## src/rtl/hsv_core_ctrlstatus_cpuif_arbiter_pkg.sv

```systemverilog
// Shared types for the ctrlstatus CPU-interface arbiter: FSM state and the latched request.
package hsv_core_ctrlstatus_cpuif_arbiter_pkg;
  localparam int CSR_ADDR_W = 16;
  localparam int CSR_DATA_W = 32;

  typedef enum logic [1:0] {IDLE, ISSUE, WAIT} cpuif_arb_state_t;

  typedef struct packed {
    logic                  is_wr;
    logic [CSR_ADDR_W-1:0] addr;
    logic [CSR_DATA_W-1:0] wr_data;
    logic [CSR_DATA_W-1:0] biten;
  } cpuif_req_t;
endpackage

```

## src/rtl/hsv_core_rr_arbiter.sv

```systemverilog
// Combinational round-robin pick: first eligible index strictly after last_grant, wrapping.
module hsv_core_rr_arbiter #(
  parameter int NUM_REQ = 2
) (
  input  logic [NUM_REQ-1:0]         eligible,
  input  logic [$clog2(NUM_REQ)-1:0] last_grant,
  output logic                       grant_valid,
  output logic [$clog2(NUM_REQ)-1:0] grant_idx
);
  localparam int IDX_W = $clog2(NUM_REQ);

  logic [IDX_W-1:0] idx;

  // Walk from farthest to nearest so the nearest eligible index is the last one written.
  always_comb begin
    grant_valid = 1'b0;
    grant_idx   = '0;
    idx         = '0;
    for (int i = NUM_REQ; i >= 1; i--) begin
      idx = IDX_W'((int'(last_grant) + i) % NUM_REQ);
      if (eligible[idx]) begin
        grant_valid = 1'b1;
        grant_idx   = idx;
      end
    end
  end
endmodule

```

## src/rtl/hsv_core_ctrlstatus_cpuif_arbiter.sv

```systemverilog
// Shares the ctrlstatus regs CPU interface between NUM_REQ requesters, one transaction in flight,
// round-robin grant, ack routed back to the owner, forced error completion on timeout.
module hsv_core_ctrlstatus_cpuif_arbiter
  import hsv_core_ctrlstatus_cpuif_arbiter_pkg::*;
#(
  parameter int NUM_REQ        = 2,
  parameter int TIMEOUT_CYCLES = 255
) (
  input  logic                       clk_core,
  input  logic                       rst_core,
  input  logic                       flush_req,
  input  logic [NUM_REQ-1:0]         m_req,
  input  logic [NUM_REQ-1:0]         m_req_is_wr,
  input  logic [NUM_REQ*16-1:0]      m_addr,
  input  logic [NUM_REQ*32-1:0]      m_wr_data,
  input  logic [NUM_REQ*32-1:0]      m_wr_biten,
  output logic [NUM_REQ-1:0]         m_accept,
  output logic [NUM_REQ-1:0]         m_ack,
  output logic                       m_err,
  output logic [31:0]                m_rd_data,
  output logic                       regs_req,
  output logic                       regs_req_is_wr,
  output logic [15:0]                regs_addr,
  output logic [31:0]                regs_wr_data,
  output logic [31:0]                regs_wr_biten,
  input  logic                       regs_req_stall_wr,
  input  logic                       regs_req_stall_rd,
  input  logic                       regs_rd_ack,
  input  logic                       regs_rd_err,
  input  logic                       regs_wr_ack,
  input  logic                       regs_wr_err,
  input  logic [31:0]                regs_rd_data,
  output logic                       busy
);
  localparam int IDX_W = $clog2(NUM_REQ);

  cpuif_arb_state_t   state, state_nxt;
  logic [IDX_W-1:0]   last_grant, owner, grant_idx;
  logic [NUM_REQ-1:0] eligible;
  logic               grant_valid, grant;
  cpuif_req_t         req_sel, req_q;
  logic [15:0]        tmo_cnt;
  logic               stall, ack_match, err_match, timeout;
  logic               complete, tmo_err, cpl_err;

  always_comb begin
    eligible    = m_req;
    eligible[0] = m_req[0] & ~flush_req;
  end

  hsv_core_rr_arbiter #(.NUM_REQ(NUM_REQ)) u_rr (
    .eligible    (eligible),
    .last_grant  (last_grant),
    .grant_valid (grant_valid),
    .grant_idx   (grant_idx)
  );

  assign grant = (state == IDLE) && grant_valid;

  // Accept is combinational so the requester sees it in the cycle its request wins.
  always_comb begin
    m_accept = '0;
    if (grant && !rst_core) m_accept[grant_idx] = 1'b1;
  end

  always_comb begin
    req_sel.is_wr   = m_req_is_wr[grant_idx];
    req_sel.addr    = m_addr[int'(grant_idx)*CSR_ADDR_W +: CSR_ADDR_W];
    req_sel.wr_data = m_wr_data[int'(grant_idx)*CSR_DATA_W +: CSR_DATA_W];
    req_sel.biten   = m_wr_biten[int'(grant_idx)*CSR_DATA_W +: CSR_DATA_W];
  end

  assign stall     = req_q.is_wr ? regs_req_stall_wr : regs_req_stall_rd;
  assign ack_match = req_q.is_wr ? regs_wr_ack : regs_rd_ack;
  assign err_match = req_q.is_wr ? regs_wr_err : regs_rd_err;
  assign timeout   = (tmo_cnt == 16'(TIMEOUT_CYCLES - 1));
  assign cpl_err   = tmo_err | err_match;

  // An ack only counts once the request is past the stall; it beats a coincident timeout.
  always_comb begin
    state_nxt = state;
    complete  = 1'b0;
    tmo_err   = 1'b0;
    case (state)
      IDLE: if (grant_valid) state_nxt = ISSUE;
      ISSUE: begin
        if (!stall && ack_match) begin
          complete  = 1'b1;
          state_nxt = IDLE;
        end else if (timeout) begin
          complete  = 1'b1;
          tmo_err   = 1'b1;
          state_nxt = IDLE;
        end else if (!stall) begin
          state_nxt = WAIT;
        end
      end
      WAIT: begin
        if (ack_match) begin
          complete  = 1'b1;
          state_nxt = IDLE;
        end else if (timeout) begin
          complete  = 1'b1;
          tmo_err   = 1'b1;
          state_nxt = IDLE;
        end
      end
      default: state_nxt = IDLE;
    endcase
  end

  always_ff @(posedge clk_core or posedge rst_core) begin
    if (rst_core) begin
      state      <= IDLE;
      last_grant <= IDX_W'(NUM_REQ - 1);
      owner      <= '0;
      req_q      <= '0;
      tmo_cnt    <= '0;
      m_ack      <= '0;
      m_err      <= 1'b0;
      m_rd_data  <= '0;
    end else begin
      state   <= state_nxt;
      tmo_cnt <= (state == IDLE) ? 16'd0 : tmo_cnt + 16'd1;
      if (grant) begin
        owner      <= grant_idx;
        last_grant <= grant_idx;
        req_q      <= req_sel;
      end
      m_ack     <= '0;
      m_err     <= 1'b0;
      m_rd_data <= '0;
      if (complete) begin
        m_ack[owner] <= 1'b1;
        m_err        <= cpl_err;
        m_rd_data    <= (req_q.is_wr || cpl_err) ? 32'd0 : regs_rd_data;
      end
    end
  end

  assign regs_req       = (state == ISSUE);
  assign regs_req_is_wr = req_q.is_wr;
  assign regs_addr      = req_q.addr;
  assign regs_wr_data   = req_q.wr_data;
  assign regs_wr_biten  = req_q.biten;
  assign busy           = (state != IDLE);
endmodule

```

## config.mk

```make
export PLATFORM = sky130hd
export DESIGN_NAME = hsv_core_ctrlstatus_cpuif_arbiter
export DESIGN_NICKNAME = d
export VERILOG_FILES = /design/src/rtl/hsv_core_ctrlstatus_cpuif_arbiter_pkg.sv /design/src/rtl/hsv_core_rr_arbiter.sv /design/src/rtl/hsv_core_ctrlstatus_cpuif_arbiter.sv
export SDC_FILE = /design/constraint.sdc
export NUM_CORES = 1
export LEC_CHECK = 0
export CAP_MARGIN = 20
export CORE_UTILIZATION = 36
export DETAILED_ROUTE_END_ITERATION = 12
export PLACE_DENSITY = 0.78
export SLEW_MARGIN = 15
export SYNTH_ARGS = -nofsm -noshare
export SYNTH_HDL_FRONTEND = slang
export SYNTH_SLANG_ARGS = --single-unit
```

## constraint.sdc

```tcl
create_clock -name clk_core -period 4.3 [get_ports clk_core]
set_input_delay 0.43 -clock clk_core [delete_from_list [all_inputs] [get_ports clk_core]]
set_output_delay 0.43 -clock clk_core [all_outputs]
set_load 0.02 [all_outputs]
```

==> out/results.ini, run 1 <==
[clock_network]
clkTransAtPathRegs_ns = 0.06
hold_buffers = 0
cts-root-buf = clkbuf_16
postCtsSetupRepairBufs = 0
clockBufferDepth = 2
cts-buffers-inserted = 17
cts-resized-gates = 0
clk_latency_ns = 0.41
ctsHtreeMaxLevel = 4
cts.sinks = 136
cts_tree = built

[timing]
min_period_ns = 3.17
setup_viol = 0
finalHoldViolations = 0
rsz0062_at_grt = false
clock_skew_ns = 0.00968
drv_slew = 0
worst_pin_slew_ns = 0.794
fmax_ghz = 0.315
slew_headroom_pct = 47.1
fin_hold_ws_ns = 0.474
timing.final.crit_share_pct = 73.8
tns_ns = 0

[synth]
synth-edff-count = 0
synth_fp_nets = 794
synth_common_cells = 135 x dfrtp_1, 118 x nand2_1, 86 x o21ai_0, 83 x mux2i_1, 30 x nor3_1
synthArstFlopShare_pct = 100
synth_top_area_share_pct = 55.2
synth_area_mm2 = 0.00612
ys_warn_count = 0
synth_cell_types = 43
yosysMostFrequentCell = dfrtp_1
syn-instance-count = 584
ys_seq_area_share_pct = 55.6
avgSynthCellArea_um2 = 10.5
synth_area_leaders = dfrtp_1 55%, mux2i_1 14%, nand2_1 7.2%
synth_ff_type = dfrtp_1
synth_top_area_cell = dfrtp_1
synth-seq-cells = 136

[route]
drtIter0Drc = 221
antenna_left = 0
num_vias = 5329
drcViolationCount = 0
routed_wl_mm = 18.0
wl_per_cell_um = 15.9
routed_via_density = 4.71
dr.pass1.iters = 4

[final_layout]
drive_gt1_share_pct = 6.37
multi_input_area_mm2 = 0.00251
fillers = 1442
final_net_count = 1108
syn_to_final_growth_pct = 66.3
regArea_mm2 = 0.00340
antennaDiodeCount = 0

[placed_design]
gp_congestion = 0.812
place.detailed.hpwl_mm = 13.6
io_buffers = 324

[setup_path]
crit_required_ns = 3.87
critical_path.max_fanout = 20
crit_type = reg -> out
worstReg2RegStart = state[0]
crit_path_end = m_accept[0]
cp-end-kind = output port
cp_slowest_stage_delay_ns = 0.69
critPathLaunch = state[0]
slowest_stage = clkdlybuf4s50_1
start_kind = flip-flop
reg2reg_slack_ns = 1.61
r2r-end = regs_wr_data[16]
crit_arrival_ns = 2.74
rr_worst_depth = 6
crit_path_cell_trace = inv_1, ha_1, o21ai_4, nor3_1, clkdlybuf4s50_1

[pwr]
peakVddDrop_v = 0.000315
internal_power_mw = 3.91
combPwrFrac_pct = 43.3
power.density_mw_per_mm2 = 608
p_leak_nw = 4.40
seqPwrFrac_pct = 31.8
swShare_pct = 36.9
clkPwrFrac_pct = 24.9
p_switching_mw = 2.29

[grt]
grt_pass1_wl_mm = 28.0
grt_antenna_before_repair = 0
grt_max_degree = 89
grt_usage_pct = 20.8
grt_pass1_vias = 5287
grt_overflow = 0

[floorplan]
rows = 47
design.core.area_mm2 = 0.0166
io-pin-count = 325
die_w_um = 132
die_h_um = 132
die_area_mm2 = 0.0175
initial_core_util_pct = 36.9

[min_path]
hp-class = reg -> reg

[flow_run]
maxCapViolCount = 0

[run_status]
outcome = completed

[per-layer routing]
| layer | share of wire (%) | up-vias | track usage (%) |
|---|---|---|---|
| li1 | - | 2640 | - |
| met1 | 41 | 2468 | 24.7 |
| met2 | 51 | 202 | 36.8 |
| met3 | 6.8 | 19 | 5.34 |
| met4 | 1.2 | 0 | 6.32 |
| met5 | 0 | - | 0 |
[kinds of logic (layout without fill, tap and decap cells)]
kind of cell	count (synthesis)	count (layout)	share of synthesized area (%)
and+or+nand+nor	201	201	15.8
buffers and inverters	47	374	3.58
AOI/OAI and AO/OA	100	100	8.59
adders and majority gates	5	5	1.02
xor gates and xnor gates	9	9	1.29
DFF	136	136	55.6
muxes	86	86	14.1
[power groups by stage]
stage | Clock [mW] | Combinational (mW) | Sequential, mW
detailed placement | 0 | 2.71 | 1.99
CTS | 1.57 | 2.72 | 1.97
floorplan | 0 | 0.899 | 2.46
global placement | 0 | 2.65 | 1.97
finish | 1.54 | 2.68 | 1.97
global route | 1.62 | 2.90 | 2.03
[critical path, delay by kind of cell (launching register included)]
kind | cells | cell delay, ns
AOI/OAI and AO/OA | 1 | 0.11
DFF | 1 | 0.38
adders and majority gates | 1 | 0.68
buffers and inverters | 2 | 0.79
and+or+nand+nor | 1 | 0.38
[through the flow]
step	instances	setup WS, ns	util [%]	power, mW	area, um2
after CTS	1131	1.08	61.4	6.26	10200
after global placement	1098	1.48	57.5	4.62	9540
after global routing	1131	0.928	61.4	6.55	10200
after detailed placement	1099	1.46	57.6	4.70	9550
after floorplan	584	0.232	-	3.36	6120
final	1131	1.13	61.4	6.19	10200
[sequential cells by signal (all words and copies together), names as in the netlist]
register / cells
m_rd_data: 32
regs_wr_biten: 32
regs_wr_data: 32
regs_addr: 16
tmo_cnt: 16
m_ack: 2
state: 2
last_grant: 1
m_err: 1
owner: 1
regs_req_is_wr: 1
[how the worst min path moves through the flow]
stage                startpoint               end  slack, ns  cells after the start
2_1_floorplan             owner          m_ack[0]       0.42                      1
3_3_place_gp    regs_wr_data[3]   regs_wr_data[3]       0.46                      2
3_5_place_dp   regs_wr_data[14]  regs_wr_data[14]       0.47                      2
4_1_cts        regs_wr_data[14]  regs_wr_data[14]       0.48                      2
5_1_grt         regs_wr_data[7]   regs_wr_data[7]       0.50                      2
6_report       regs_wr_data[14]  regs_wr_data[14]       0.47                      2
[cell usage in the layout (no fill, tap or decap), types with 4 or more instances in the layout]
cell | synthesis | layout
mux2i_1 | 83 | 83
clkbuf_16 | 0 | 17
clkdlybuf4s50_1 | 0 | 324
nor2b_1 | 4 | 4
ha_1 | 5 | 5
nor3_2 | 5 | 5
bufinv_16 | 0 | 4
nand3_1 | 6 | 6
o21ai_0 | 86 | 85
nor2_1 | 16 | 15
dfrtp_1 | 135 | 135
xor2_1 | 4 | 4
a21oi_1 | 5 | 5
xnor2_1 | 5 | 5
inv_1 | 9 | 8
nand2_1 | 118 | 118
buf_4 | 0 | 8
nor3_1 | 30 | 30
[area by class of cell]
| type | count | share of cell area, % |
|---|---|---|
| clock buffer | 19 | 4.25 |
| clock inverter | 13 | 1.92 |
| inverter | 9 | 0.381 |
| multi-input combinational | 401 | 24.7 |
| sequential | 136 | 33.4 |
| tap | 220 | 2.70 |
| timing repair buffer | 333 | 32.6 |
Power figures use the tool's default switching activity.
==> run 2: changes to the inputs <==
Clock period 4.3 ns to 2.9 ns, I/O delays scaled along.
==> run 2 against run 1 <==
Combinational power increased by 49%. Worst hold slack worse by 0.097 ns. Clock power is 41% higher. Flip-flop and latch count unchanged. Die area unchanged. Highest routed layer unchanged.
==> out/results.ini, run 2 (same netlist as run 1, synthesis figures left out) <==
[placed_design]
gp_congestion = 0.817  ; +0.63%
place.detailed.hpwl_mm = 13.4  ; -0.88%
dp.cells = 1099  ; unchanged
io_buffers = 324  ; unchanged

[timing]
clock_skew_ns = 0.00857  ; -0.00111 ns
drv_slew = 0  ; unchanged
slew_headroom_pct = 53.8  ; +6.7 points
setup_viol = 0  ; unchanged
tns_ns = 0  ; unchanged
timing.final.crit_share_pct = 91.3
worst_pin_slew_ns = 0.693  ; -0.100 ns
finalHoldViolations = 0  ; unchanged
rsz0062_at_grt = false
min_period_ns = 2.65
fmax_ghz = 0.378

[route]
routed_via_density = 4.76  ; +1.0%
wl_met3_mm = 1.22  ; -0.65%
wl_per_cell_um = 16.0  ; +0.78%
wl_met1_mm = 7.35  ; +0.63%
antenna_left = 0  ; unchanged
routed_wl_mm = 18.2  ; +0.87%
dr.pass1.iters = 4  ; unchanged
routed.top_layer = met4
num_vias = 5387  ; +1.1%
drtIter0Drc = 241  ; +9.0%
met2_wirelength_mm = 9.20  ; -0.55%
drcViolationCount = 0  ; unchanged

[grt]
grt_overflow = 0  ; unchanged
grt_pass1_wl_mm = 27.8  ; -0.47%
grt_pass1_vias = 5207  ; -1.5%
grt_max_degree = 165  ; +85%
grt_usage_pct = 20.8  ; -0.030 points
grt_antenna_before_repair = 1  ; +1

[final_layout]
layout.cells.non_filler = 1132  ; +0.088%
mostFrequentLayoutCell = clkdlybuf4s50_1
most-common-layout-cells = 324 x clkdlybuf4s50_1, 135 x dfrtp_1, 118 x nand2_1
multi_input_area_mm2 = 0.00251  ; unchanged
syn_to_final_growth_pct = 67.0
final_net_count = 1108  ; unchanged
regArea_mm2 = 0.00340  ; unchanged
fillers = 1388  ; -3.7%
drive_gt1_share_pct = 6.59  ; +0.22 points

[clock_network]
ctsHtreeMaxLevel = 4  ; unchanged
clockBufferDepth = 2  ; unchanged
clk_latency_ns = 0.42  ; about the same
postCtsSetupRepairBufs = 0  ; unchanged
hold_buffers = 0  ; unchanged
cts-resized-gates = 0  ; unchanged
cts-root-buf = clkbuf_16
cts-buffers-inserted = 17  ; unchanged
cts_tree = built
clkTransAtPathRegs_ns = 0.06  ; about the same
cts.sinks = 136  ; unchanged

[floorplan]
design.core.area_mm2 = 0.0166  ; unchanged
io-pin-count = 325  ; unchanged
rows = 47  ; unchanged
die_h_um = 132  ; unchanged
initial_core_util_pct = 36.9  ; unchanged
die_area_mm2 = 0.0175  ; unchanged
die_w_um = 132  ; unchanged

[min_path]
hp-class = in -> async

[pwr]
power.total_mw = 9.08  ; +47%
peakVddDrop_v = 0.000562  ; +79%
p_leak_nw = 4.41  ; +0.29%
power.density_mw_per_mm2 = 889  ; +46%

[setup_path]
crit_required_ns = 2.61  ; -1.26 ns
cp-end-kind = output port
crit_type = reg -> out
critical_path.max_fanout = 19  ; -5.0%
crit_arrival_ns = 2.36  ; -0.38 ns
start_kind = flip-flop

[run_status]
outcome = completed

[flow_run]
maxCapViolCount = 0  ; unchanged

run 2: changes by cell type in the layout (fill, tap and decap cells not counted):
cell / previous run / this run
buf_12: 0 / 6
bufinv_16: 4 / 2
buf_8: 1 / 0
clkbuf_1: 2 / 0
clkbuf_8: 0 / 1
diode_2: 0 / 1
buf_4: 8 / 3
inv_6: 3 / 4
clkinv_4: 3 / 5
run 2: through the flow:
step                      worst slack [ns]  instance area, um2  hold slack (ns)  utilization [%]
after global routing                 0.132               10200            0.385             61.6
after floorplan                      0.865                6120            0.402                -
after CTS                            0.228               10200            0.360             61.6
final                                0.252               10200            0.377             61.6
after global placement               0.405                9620            0.460             58.0
after detailed placement             0.430                9620            0.469             58.0
run 2: cell type report:
cell class | count | share of cell area, %
timing repair buffer | 333 | 33.1
inverter | 9 | 0.367
multi-input combinational | 401 | 24.6
sequential | 136 | 33.3
tap | 220 | 2.69
clock inverter | 14 | 1.59
antenna | 1 | 0.0245
clock buffer | 18 | 4.30
run 2: worst max-delay path: stages, from the launching register on:
cell and delay (ns):
dfrtp_1 0.38, inv_1 0.10, ha_1 0.23, buf_4 0.25
inv_1 0.14, nor3_1 0.22, clkdlybuf4s50_1 0.63
run 2: layer usage:
| layer | up-vias | track usage (%) |
|---|---|---|
| li1 | 2651 | - |
| met1 | 2515 | 24.1 |
| met2 | 196 | 36.3 |
| met3 | 25 | 6.00 |
| met4 | 0 | 7.60 |
| met5 | - | 0 |
run 2: final timing paths:
path | from | to | slack (ns) | depth (start not counted)
max in group asynchronous | rst_core | regs_wr_biten[1] | 1.89 | 3
hold reg to reg | regs_wr_data[19] | regs_wr_data[19] | 0.48 | 2
hold / removal | rst_core | m_rd_data[30] | 0.38 | 2
setup / recovery | state[0] | m_accept[1] | 0.25 | 6
min in group clk_core | regs_rd_data[30] | m_rd_data[30] | 0.40 | 3
setup reg to reg | tmo_cnt[13] | m_rd_data[25] | 0.70 | 5
run 2: where the power goes:
part           internal, mW  leakage, nW  switching (mW)
clock                  1.31        0.294           0.859
combinational          1.81         2.36            2.18
sequential             2.56         1.75           0.364
==> run 3: changes to the inputs <==
Settings changed: CTS_CLUSTER_DIAMETER from default to 200.
==> results of run 3 <==
Same layout as run 2: the final DEF is identical, and so are final timing and power.
